**src/rtl/display_scan.sv**
```systemverilog
// -----------------------------------------------------------------------------
// display_scan
//   Time-multiplexed 4-digit common-anode seven-segment driver. It captures
//   the BCD tens/units digits and the sign flag from the converter on a load
//   strobe, then scans them onto the display one digit per slot. Leading
//   zeros are blanked, and the minus sign sits next to the most significant
//   shown digit. Non-BCD nibbles show as 'E'. Each slot starts with GUARD
//   blank cycles to prevent ghosting.
//
// Parameters
//   REFRESH_DIV  clock cycles per digit slot (2 .. 2**20)
//   GUARD        blanked cycles at the start of each slot (0 .. REFRESH_DIV-1)
//
// Ports
//   clk    system clock
//   rst    synchronous active-high reset
//   load   capture strobe for tens/unit/neg
//   tens   BCD tens digit
//   unit   BCD units digit
//   neg    result-is-negative flag
//   an     digit enables, active-low (an[0]=units .. an[3]=leftmost)
//   seg    segments {g,f,e,d,c,b,a}, active-low
// -----------------------------------------------------------------------------
module display_scan #(
  parameter int REFRESH_DIV = 50000,
  parameter int GUARD       = 2
) (
  input  logic       clk,
  input  logic       rst,
  input  logic       load,
  input  logic [3:0] tens,
  input  logic [3:0] unit,
  input  logic       neg,
  output logic [3:0] an,
  output logic [6:0] seg
);

  localparam int               CNT_W   = $clog2(REFRESH_DIV);
  localparam logic [CNT_W-1:0] LAST_C  = CNT_W'(REFRESH_DIV - 1);
  localparam logic [CNT_W-1:0] GUARD_C = CNT_W'(GUARD);

  localparam logic [6:0] SEG_BLANK = 7'b1111111;
  localparam logic [6:0] SEG_MINUS = 7'b0111111;
  localparam logic [6:0] SEG_E     = 7'b0000110;

  // Active-low segment pattern for one nibble; anything above 9 shows 'E'.
  function automatic logic [6:0] nib_seg(input logic [3:0] v);
    logic [6:0] s;
    case (v)
      4'd0:    s = 7'b1000000;
      4'd1:    s = 7'b1111001;
      4'd2:    s = 7'b0100100;
      4'd3:    s = 7'b0110000;
      4'd4:    s = 7'b0011001;
      4'd5:    s = 7'b0010010;
      4'd6:    s = 7'b0000010;
      4'd7:    s = 7'b1111000;
      4'd8:    s = 7'b0000000;
      4'd9:    s = 7'b0010000;
      default: s = SEG_E;
    endcase
    return s;
  endfunction

  // Capture registers
  logic [3:0]       t_q, t_d;
  logic [3:0]       u_q, u_d;
  logic             n_q, n_d;
  // Scan state
  logic [CNT_W-1:0] cnt_q, cnt_d;
  logic [1:0]       idx_q, idx_d;
  // Registered outputs
  logic [3:0]       an_q, an_d;
  logic [6:0]       seg_q, seg_d;

  logic       tens_nz;
  logic       is_neg;
  logic [6:0] digit_seg [4];

  // Digit contents from the captured value. A non-BCD tens nibble counts as
  // nonzero, so it is shown and pushes the sign out to digit 2.
  always_comb begin
    // NOTE: every signal driven here gets a default before any branch so no
    // path leaves it unassigned, which would infer a latch.
    tens_nz      = (t_q != 4'd0);
    // A negative zero is shown without a sign.
    is_neg       = n_q && (tens_nz || (u_q != 4'd0));
    digit_seg[0] = nib_seg(u_q);
    digit_seg[1] = SEG_BLANK;
    digit_seg[2] = SEG_BLANK;
    digit_seg[3] = SEG_BLANK;
    if (tens_nz) begin
      digit_seg[1] = nib_seg(t_q);
      if (is_neg) digit_seg[2] = SEG_MINUS;
    end else if (is_neg) begin
      digit_seg[1] = SEG_MINUS;
    end
  end

  always_comb begin
    t_d = t_q;
    u_d = u_q;
    n_d = n_q;
    if (load) begin
      t_d = tens;
      u_d = unit;
      n_d = neg;
    end

    if (cnt_q == LAST_C) begin
      cnt_d = '0;
      idx_d = idx_q + 2'd1;
    end else begin
      cnt_d = cnt_q + 1'b1;
      idx_d = idx_q;
    end

    // Outputs are computed from pre-edge state and land one cycle later.
    if (cnt_q < GUARD_C) begin
      an_d  = 4'b1111;
      seg_d = SEG_BLANK;
    end else begin
      an_d  = ~(4'b0001 << idx_q);
      seg_d = digit_seg[idx_q];
    end
  end

  always_ff @(posedge clk) begin
    if (rst) begin
      t_q   <= 4'd0;
      u_q   <= 4'd0;
      n_q   <= 1'b0;
      cnt_q <= '0;
      idx_q <= 2'd0;
      an_q  <= 4'b1111;
      seg_q <= SEG_BLANK;
    end else begin
      // NOTE: non-blocking assignments so every register samples the
      // pre-edge value of every other register, independent of order.
      t_q   <= t_d;
      u_q   <= u_d;
      n_q   <= n_d;
      cnt_q <= cnt_d;
      idx_q <= idx_d;
      an_q  <= an_d;
      seg_q <= seg_d;
    end
  end

  assign an  = an_q;
  assign seg = seg_q;

endmodule
```
**config.mk**
```make
export PLATFORM = sky130hd
export DESIGN_NAME = display_scan
export DESIGN_NICKNAME = d
export VERILOG_FILES = /design/src/rtl/display_scan.sv
export SDC_FILE = /design/constraint.sdc
export NUM_CORES = 1
export LEC_CHECK = 0
export BUFFER_PORTS_ARGS = -buffer_cell sky130_fd_sc_hd__buf_2
export CAP_MARGIN = 20
export CORE_ASPECT_RATIO = 0.9
export CORE_MARGIN = 2
export CORE_UTILIZATION = 62
export CTS_BUF_LIST = sky130_fd_sc_hd__clkbuf_8 sky130_fd_sc_hd__clkbuf_16
export DETAILED_ROUTE_END_ITERATION = 16
export HOLD_SLACK_MARGIN = 0.02
export PLACE_DENSITY_LB_ADDON = 0.2
export SLEW_MARGIN = 20
export SYNTH_ARGS = -nofsm -noshare
export SYNTH_HDL_FRONTEND = slang
export SYNTH_SLANG_ARGS = --single-unit
```
**constraint.sdc**
```tcl
create_clock -name clk -period 5.3 [get_ports clk]
set_input_delay 1.325 -clock clk [delete_from_list [all_inputs] [get_ports clk]]
set_output_delay 1.325 -clock clk [all_outputs]
set_load 0.01 [all_outputs]
```
==> results.sh <==
export IMPL_nets=290
export IMPL_synth_xor_xnor_area_share_pct=5.53
export IMPL_synth_adder_area_share_pct=8.46
export IMPL_placed_cell_area_um2=2340
export IMPL_synth_top_family_by_area="simple AND/OR/NAND/NOR gates"
export IMPL_yosys_area_top_type="dfxtp_1"
export IMPL_vias=1622
export IMPL_final_setup_tns_ps=0
export IMPL_remaining_drc_errors=0
export IMPL_synthTopCellsByArea="dfxtp_1 (47%), ha_1 (8.5%), nor2_1 (6.4%), mux2i_1 (5.0%), xnor2_1 (3.9%)"
export IMPL_drt_initial_drc_count=88
export IMPL_ant_nets=0
export IMPL_initial_core_util_pct=65.2
export IMPL_clk_pin_slew_ps=90
export IMPL_grt_pass1_wl_um=6280
export IMPL_coreArea_um2=3400
export IMPL_cts_tree="yes"
export IMPL_dr_pass1_iters=4
export IMPL_design_area_um2=2430
export IMPL_leakage_nw=0.964
export IMPL_period_share_pct=48.5
export IMPL_crit_required_ps=5520
export IMPL_cts_resized=0
export IMPL_slew_violations=0
export IMPL_max_cap_violations=0
export IMPL_hold_violations=0
export IMPL_cts_htree_levels=2
export IMPL_rsz0062_at_grt="no"
export IMPL_die_w_um=67.1
export IMPL_synth_warnings=0
export IMPL_min_period_ps=2570
export IMPL_place_congestion=0.824
export IMPL_crit_path_start_kind="input port"
export IMPL_antennaDiodeCount=0
export IMPL_clock_latency_ps=310
export IMPL_synth_yosys_seq_area_share_pct=46.9
export IMPL_synthCells=240
export IMPL_ios=23
export IMPL_worstSetupEndpointType="flop"
export IMPL_p_per_area_nw_per_um2=295
export IMPL_syn_area_um2=2220
export IMPL_syn2layout_area_growth_pct=9.48
export IMPL_holdBufCountCts=0
export IMPL_max_slew_margin_rel_pct=62.8
export IMPL_numCtsBuffers=5
export IMPL_grt_overflow_total=0
export IMPL_ys_types=32
export IMPL_synth_seq_cells=52
export IMPL_drive_above_1_share_pct=14.8
export IMPL_hpwl_um=2690
export IMPL_viasPerCell=5.27
export IMPL_num_fill_cells=271
export IMPL_root_buffer="clkbuf_8"
export IMPL_cts_buffer_depth=2
export IMPL_power_ir_vdd_worst_mv=0.228
export IMPL_synthesis_area_per_instance_um2=9.24
export IMPL_die_h_um=60.7
export IMPL_drt_wl_total_um=3800
export IMPL_fin_skew_ps=12.7
export IMPL_power_total_w=0.000716
export IMPL_synth_compound_area_share_pct=8.07
export IMPL_outcome="complete, no violations"
export IMPL_fmax_mhz=389
export IMPL_worstPathMaxFanout=9
export IMPL_first_global_vias=1398
export IMPL_timing_hold_ws_ps=490
export IMPL_grt_antenna_before_repair=0
export IMPL_hp_class="flop to flop"
export IMPL_cts_sinks=52
export IMPL_arrival_ps=2790
export IMPL_synthMuxAreaShare_pct=5.47
export IMPL_track_usage_pct=20.9
export IMPL_yosysTopAreaCellShare_pct=46.9
export IMPL_yosys_area_share_simple_pct=21.0
export IMPL_synth_nets=267
export IMPL_num_rows=20
export IMPL_cts_setup_buffers=0
export IMPL_die_area_um2=4070
export IMPL_finalSetupViolations=0
export IMPL_wl_per_cell_um=12.3
export IMPL_port_buffer_count=22
export IMPL_grt_max_degree=20
export IMPL_tightest_slew_ps=554
export IMPL_path_class="input port to flop"
logic make-up (layout without fill, tap and decap cells):
family	count (synthesis)	in the layout
simple gates	99	99
flops	52	52
compound gates	29	29
buf+inv	19	43
fa+ha+maj	15	15
xor+xnor	14	14
mux	12	12
worst max-delay path, stage by stage:
cell and delay, ps:
buf_2 250, mux2i_1 160, nor2_1 250, inv_1 130, ha_1 220, or3_1 360
o21ai_0 80
synthesized netlist by cell type, drive strengths merged:
cell,number
clkinv,1
nand3,5
a211oi,4
inv,11
clkbuf,4
o22ai,2
xnor2,10
and4,1
nor3,10
o22a,1
mux2i,11
or4,3
nand2,22
buf,3
or3,7
a21oi,6
nand4,3
nor2,38
xor2,4
ha,15
or2,3
nor4,7
o21bai,1
o21ai,14
dfxtp,52
mux2,1
o41ai,1
final timing paths:
kind | start | end | slack (ps) | cells after the start
hold / removal | digit_seg[23] | seg[2] | 490 | 2
hold reg to reg | digit_seg[23] | seg[2] | 490 | 2
setup reg to reg | cnt_q[12] | cnt_q[3] | 3390 | 4
setup / recovery | load | flop | 2730 | 7
power by group:
part / internal [W] / switching, W / leakage [nW] / total (W)
sequential: 0.000412 / 0.00000917 / 0.426 / 0.000422
clock: 0.000104 / 0.000122 / 0.0510 / 0.000227
combinational: 0.0000285 / 0.0000394 / 0.487 / 0.0000678
total: 0.000545 / 0.000171 / 0.964 / 0.000716
routing by layer:
metal	part of all wire [%]	track usage (%)
met4	1.7	9.62
met5	0	0
met1	49	28.7
met3	4.9	5.01
met2	44	31.4
layout make-up:
type	instances	area (µm²)	area share, %
well taps	44	55.1	2.27
inverters	12	45.0	1.85
repair buffers	23	118	4.84
flip-flops and latches	52	1040	42.9
multi-input cells	169	1080	44.4
clock inverters	2	10.0	0.412
clock buffers	6	82.6	3.40
placed cells by master (no fill, tap or decap), types with 10 or more instances in the layout:
cell and count:
dfxtp_1 52, nor2_1 38, nand2_1 22, buf_2 22
ha_1 15, o21ai_0 14, mux2i_1 11, inv_1 11
xnor2_1 10, nor3_1 10
per-stage QoR:
step	worst slack (ps)	instances	util, %
2_1_floorplan	2660	240	-
3_3_place_gp	2570	300	68.6
3_5_place_dp	2460	300	68.6
4_1_cts	2740	308	71.4
5_1_grt	2630	308	71.4
6_report	2730	308	71.4
No activity file was read; power rests on OpenSTA's default activity.
